**src/rtl/cpu_memory_stage.sv**
```systemverilog
// Memory pipeline stage: routes ALU results to Writeback and runs data-memory requests.
// Latency: 1 cycle for ALU ops; 1 cycle plus the memory wait for loads and stores.
// Backpressure: stallM holds the upstream stages while a request is open. New work is not taken on the completion edge.
//
// Ports:
//   clk, rst_n                          clock, async active-low reset
//   validE, aluOutputE, writeDataE,
//   memReadE, memWriteE, regWriteE,
//   destRegE                            instruction from Execute
//   memAddr, memWData, memRead,
//   memWrite / memRData, memReady       data-memory request / response
//   resultM, destRegM, regWriteM,
//   validM                              to Writeback
//   forwardM                            forwarding value back to Execute
//   stallM                              upstream hold
//   memErrorM                           one-cycle timeout pulse
//
// Optional feature: define MEM_TIMEOUT_EN to abort a request that has waited
// TIMEOUT cycles in ACCESS. Without it, ACCESS waits for memReady indefinitely.

module cpu_memory_stage #(
  parameter int WIDTH        = 16,
  parameter int ADDRESSWIDTH = 4,
  parameter int TIMEOUT      = 15
) (
  input  logic                    clk,
  input  logic                    rst_n,
  input  logic                    validE,
  input  logic [WIDTH-1:0]        aluOutputE,
  input  logic [WIDTH-1:0]        writeDataE,
  input  logic                    memReadE,
  input  logic                    memWriteE,
  input  logic                    regWriteE,
  input  logic [ADDRESSWIDTH-1:0] destRegE,
  output logic [WIDTH-1:0]        memAddr,
  output logic [WIDTH-1:0]        memWData,
  output logic                    memRead,
  output logic                    memWrite,
  input  logic [WIDTH-1:0]        memRData,
  input  logic                    memReady,
  output logic [WIDTH-1:0]        resultM,
  output logic [ADDRESSWIDTH-1:0] destRegM,
  output logic                    regWriteM,
  output logic                    validM,
  output logic [WIDTH-1:0]        forwardM,
  output logic                    stallM,
  output logic                    memErrorM
);

  typedef enum logic {IDLE, ACCESS} state_t;

  state_t state;
  state_t stateNext;

  // Writeback fields of the memory op in flight. They are published only on
  // completion, so destRegM and regWriteM hold their values during the bubble.
  logic [ADDRESSWIDTH-1:0] pendDest;
  logic                    pendRegWrite;

  logic accept;
  logic isMemOp;
  logic timeoutHit;

  assign accept   = (state == IDLE) && validE;
  assign isMemOp  = memReadE || memWriteE;
  assign stallM   = (state == ACCESS);
  assign forwardM = resultM;

`ifdef MEM_TIMEOUT_EN
  localparam int CW = (TIMEOUT < 2) ? 1 : $clog2(TIMEOUT + 1);
  localparam logic [CW-1:0] TO_LAST = CW'(TIMEOUT - 1);

  // The counter holds the number of ACCESS cycles already completed. The
  // TIMEOUT-th cycle is therefore the one where it reads TIMEOUT-1.
  logic [CW-1:0] timeoutCnt;

  assign timeoutHit = (state == ACCESS) && !memReady && (timeoutCnt == TO_LAST);

  always_ff @(posedge clk or negedge rst_n) begin
    if (!rst_n) begin
      timeoutCnt <= '0;
    end else if (accept && isMemOp) begin
      timeoutCnt <= '0;
    end else if (state == ACCESS) begin
      timeoutCnt <= timeoutCnt + 1'b1;
    end
  end

  always_ff @(posedge clk or negedge rst_n) begin
    if (!rst_n) begin
      memErrorM <= 1'b0;
    end else begin
      memErrorM <= timeoutHit;
    end
  end
`else
  assign timeoutHit = 1'b0;
  assign memErrorM  = 1'b0;
`endif

  // State register
  always_ff @(posedge clk or negedge rst_n) begin
    if (!rst_n) begin
      state <= IDLE;
    end else begin
      state <= stateNext;
    end
  end

  // Next-state logic
  always_comb begin
    stateNext = state;
    case (state)
      IDLE:    if (validE && isMemOp) stateNext = ACCESS;
      ACCESS:  if (memReady || timeoutHit) stateNext = IDLE;
      default: stateNext = IDLE;
    endcase
  end

  // Datapath and request registers
  always_ff @(posedge clk or negedge rst_n) begin
    if (!rst_n) begin
      resultM      <= '0;
      destRegM     <= '0;
      regWriteM    <= 1'b0;
      validM       <= 1'b0;
      memAddr      <= '0;
      memWData     <= '0;
      memRead      <= 1'b0;
      memWrite     <= 1'b0;
      pendDest     <= '0;
      pendRegWrite <= 1'b0;
    end else begin
      validM <= 1'b0;
      if (accept) begin
        if (isMemOp) begin
          memAddr      <= aluOutputE;
          memWData     <= writeDataE;
          // Read and write together is treated as a write.
          memWrite     <= memWriteE;
          memRead      <= memReadE && !memWriteE;
          pendDest     <= destRegE;
          pendRegWrite <= regWriteE && !memWriteE;
        end else begin
          resultM   <= aluOutputE;
          destRegM  <= destRegE;
          regWriteM <= regWriteE;
          validM    <= 1'b1;
        end
      end else if (state == ACCESS) begin
        if (memReady) begin
          // A store reports its address as its result.
          resultM   <= memRead ? memRData : memAddr;
          destRegM  <= pendDest;
          regWriteM <= pendRegWrite;
          validM    <= 1'b1;
          memRead   <= 1'b0;
          memWrite  <= 1'b0;
        end else if (timeoutHit) begin
          destRegM  <= pendDest;
          regWriteM <= 1'b0;
          validM    <= 1'b1;
          memRead   <= 1'b0;
          memWrite  <= 1'b0;
        end
      end
    end
  end

endmodule

```
**config.mk**
```make
export PLATFORM = sky130hd
export DESIGN_NAME = cpu_memory_stage
export DESIGN_NICKNAME = d
export VERILOG_FILES = /design/src/rtl/cpu_memory_stage.sv
export SDC_FILE = /design/constraint.sdc
export NUM_CORES = 1
export LEC_CHECK = 0
export BUFFER_PORTS_ARGS = -buffer_cell sky130_fd_sc_hd__buf_2
export CORE_UTILIZATION = 43
export CTS_CLUSTER_SIZE = 28
export DETAILED_ROUTE_END_ITERATION = 6
export PLACE_DENSITY = 0.76
export SKIP_CTS_REPAIR_TIMING = 1
export SYNTH_ARGS = -nofsm -noshare
export SYNTH_HDL_FRONTEND = slang
export SYNTH_SLANG_ARGS = --single-unit
export TNS_END_PERCENT = 50
```
**constraint.sdc**
```tcl
create_clock -name clk -period 1.6 [get_ports clk]
set_input_delay 0.08 -clock clk [delete_from_list [all_inputs] [get_ports clk]]
set_output_delay 0.08 -clock clk [all_outputs]
set_load 0.01 [all_outputs]
```
==> results.toml <==
[status]
status = "finished with violations"
violations = "negative hold slack"

[synthesis]
synth_cell_types = 21
synth_nets = 263
synth_top_area_frac = 0.5037
ys_seq_area_frac = 0.5037
ys_seq_elements = 62
yosysTopAreaCell = "dfrtp_1"
yosysWarnings = 0
syn_avg_cell_area_um2 = 15.10
synth_area_mm2 = 0.003080
synth_area_leaders = "dfrtp_1 50%, mux2_2 24%, mux2_4 13%"
syn_inst = 204

[floorplan]
rows = 30
ioPinCount = 133
die_area_mm2 = 0.007506
dieHeight_um = 86.64
die_w_um = 86.64
design.core.area_mm2 = 0.006869
start_util = 0.4485

[final_layout]
fin_nets = 413
final_util = 0.6140
area_delta_synth_final_pct = 36.92
num_antenna_cells = 0
layout-drive-gt1-share = 0.7019
n_fill_cell = 561
final_area_mm2 = 0.004218

[placement]
place_area_mm2 = 0.003759
port_buffers = 131
gp_congestion = 0.8056
dpl.hpwl_um = 4532

[sta]
rsz0062_at_grt = "no"
tns_ns = 0
fmax_mhz = 647.8
finalHoldViolations = 1
fin_skew_ns = 0.01092
finalSetupViolCount = 0
hold_ws_ns = -0.003827
finalCriticalPeriod_ns = 1.544
period_share = 0.9649
slew_viol_final = 0

[detailed_routing]
drc = 0
routed_wl_um = 6606
routed.top_layer = "met4"
met3_length_um = 280
post_drt_wl_per_cell_um = 14.52
firstDrtPassIters = 5
vias_per_cell = 4.749
wl_met2_um = 3399
ant_nets = 0
drt_iter0_markers = 63
wl_met1_um = 2786
dr_total_vias = 2161

[pwr]
p_total_mw = 6.241
ir_drop_mv = 0.6549
cellPowerDensity_mw_per_mm2 = 1480
p_leak_nw = 2.055

[worst_setup_path]
rr_endpoint = "forwardM[6]$_DFFE_PN0P_"
rr_startpoint = "memRead$_DFFE_PN0P_"
start_kind = "register"
path_class = "register to register"
crit_path_cell_trace = "buf_12 -> mux2_2 -> mux2_1 -> mux2_4"
slowest_delay_ns = 0.40
worstPathMaxFanout = 10
reg2reg_slack_ns = 0.06
critPathArrivalTime_ns = 1.75
worst-endpoint-required_ns = 1.81
slowest_stage = "dfrtp_1"
crit_path_end_kind = "register"
rr_worst_depth = 4

[hold_path]
min_to = "memAddr[1]$_DFFE_PN0P_"
hp-class = "primary input to register"
whs_path_depth = 2
hold_start = "aluOutputE[1]"

[cts]
clock-sinks = 62
ctsLongestPathBuffers = 2
htree_levels = 3
cts_tree = "built"
cts_buffers = 9
clk_latency_ns = 0.33
path_clk_slew_ns = 0.07
cts-root-buf = "clkbuf_8"

[job]
maxCapViolations = 0

[global_route]
antenna_found_initial = 0
grt_usage = 0.1758
overflow = 0
grt_pass1_vias = 2075
grt_max_degree = 63
grt_pass1_wl_um = 9867
==> stage by stage <==
step | worst slack (ns) | std cells | hold slack (ns)
CTS | 0.03836 | 431 | -0.2367
global placement | 0.08285 | 415 | 0.1169
global route | 0.01028 | 455 | 0.0003543
detailed placement | 0.05389 | 415 | 0.1263
floorplan | -0.001773 | 204 | -0.2156
finish | 0.05620 | 455 | -0.003827
==> power breakdown <==
group / switching (mW) / internal [mW]
clock network: 0.582 / 0.916
logic: 0.977 / 1.37
registers: 0.327 / 2.07
total: 1.89 / 4.35
==> metal layers <==
| metal | global-route usage | vias up |
|---|---|---|
| met4 | 0.09242 | 0 |
| met1 | 0.2190 | 1060 |
| li1 | - | 1003 |
| met2 | 0.2922 | 86 |
| met3 | 0.03143 | 12 |
| met5 | 0 | - |
==> sequential cells by signal, summed over array words and instances, names as in the netlist <==
name,cells
memAddr,16
memWrite,1
memRead,1
memWData,16
pendDest,4
pendRegWrite,1
regWriteM,1
destRegM,4
stallM,1
forwardM,16
validM,1
==> cells in the final DEF (no fill, tap or decap), types with 2 or more instances in the layout <==
| cell | synthesis | routed |
|---|---|---|
| buf_2 | 0 | 131 |
| mux2_2 | 65 | 65 |
| dfrtp_1 | 62 | 62 |
| mux2_4 | 27 | 27 |
| dlygate4sd3_1 | 0 | 24 |
| clkbuf_8 | 0 | 10 |
| nand2_1 | 6 | 6 |
| buf_4 | 20 | 6 |
| buf_12 | 1 | 4 |
| o21ai_0 | 3 | 3 |
| mux2_1 | 2 | 2 |
| clkbuf_1 | 0 | 2 |
| bufinv_16 | 0 | 2 |
| clkinv_2 | 0 | 2 |
==> area by class of cell <==
type,instances,area [um2],share of cell area
Clock buffer,12,145.1,0.03441
Clock inverter,4,70.07,0.01661
Inverter,1,3.754,0.0008899
Multi-Input combinational cell,114,1295,0.3070
Sequential cell,62,1551,0.3678
Tap cell,96,120.1,0.02848
Timing Repair Buffer,166,1032,0.2447
==> critical path: cells and delay by family (launching register included) <==
kind | cells | cell delay (ns)
buffers and inverters | 1 | 0.16
DFF | 1 | 0.40
muxes | 3 | 0.87
==> kinds of logic after synthesis <==
family,Yosys count,synth area share
muxes,94,0.3765
DFF,62,0.5037
buffers and inverters,28,0.07839
and+or+nand+nor,12,0.02153
AOI/OAI and AO/OA,7,0.01868
other,1,0.001217
==> synth_stat cells (all sizes together) <==
cell and number:
mux2 94, dfrtp 62, buf 27, nand2 6, o21ai 3, nor2 2
a21boi 1, a21oi 1, a2bb2oi 1, and4b 1, conb 1, inv 1
nand2b 1, nor2b 1, o31ai 1, or2 1
==> worst max-delay path by stage <==
stage	start	depth (start not counted)	slack [ns]	end
CTS	memRead$_DFFE_PN0P_	4	0.04	forwardM[8]$_DFFE_PN0P_
detailed placement	memRead$_DFFE_PN0P_	4	0.05	forwardM[8]$_DFFE_PN0P_
finish	memRead$_DFFE_PN0P_	4	0.06	forwardM[6]$_DFFE_PN0P_
global placement	memRead$_DFFE_PN0P_	4	0.08	forwardM[13]$_DFFE_PN0P_
global route	memRead$_DFFE_PN0P_	4	0.01	forwardM[6]$_DFFE_PN0P_
floorplan	stallM$_DFF_PN0_	5	-0.002	destRegM[0]$_DFFE_PN0P_
Note: power is estimated with default switching activity, not from simulation.
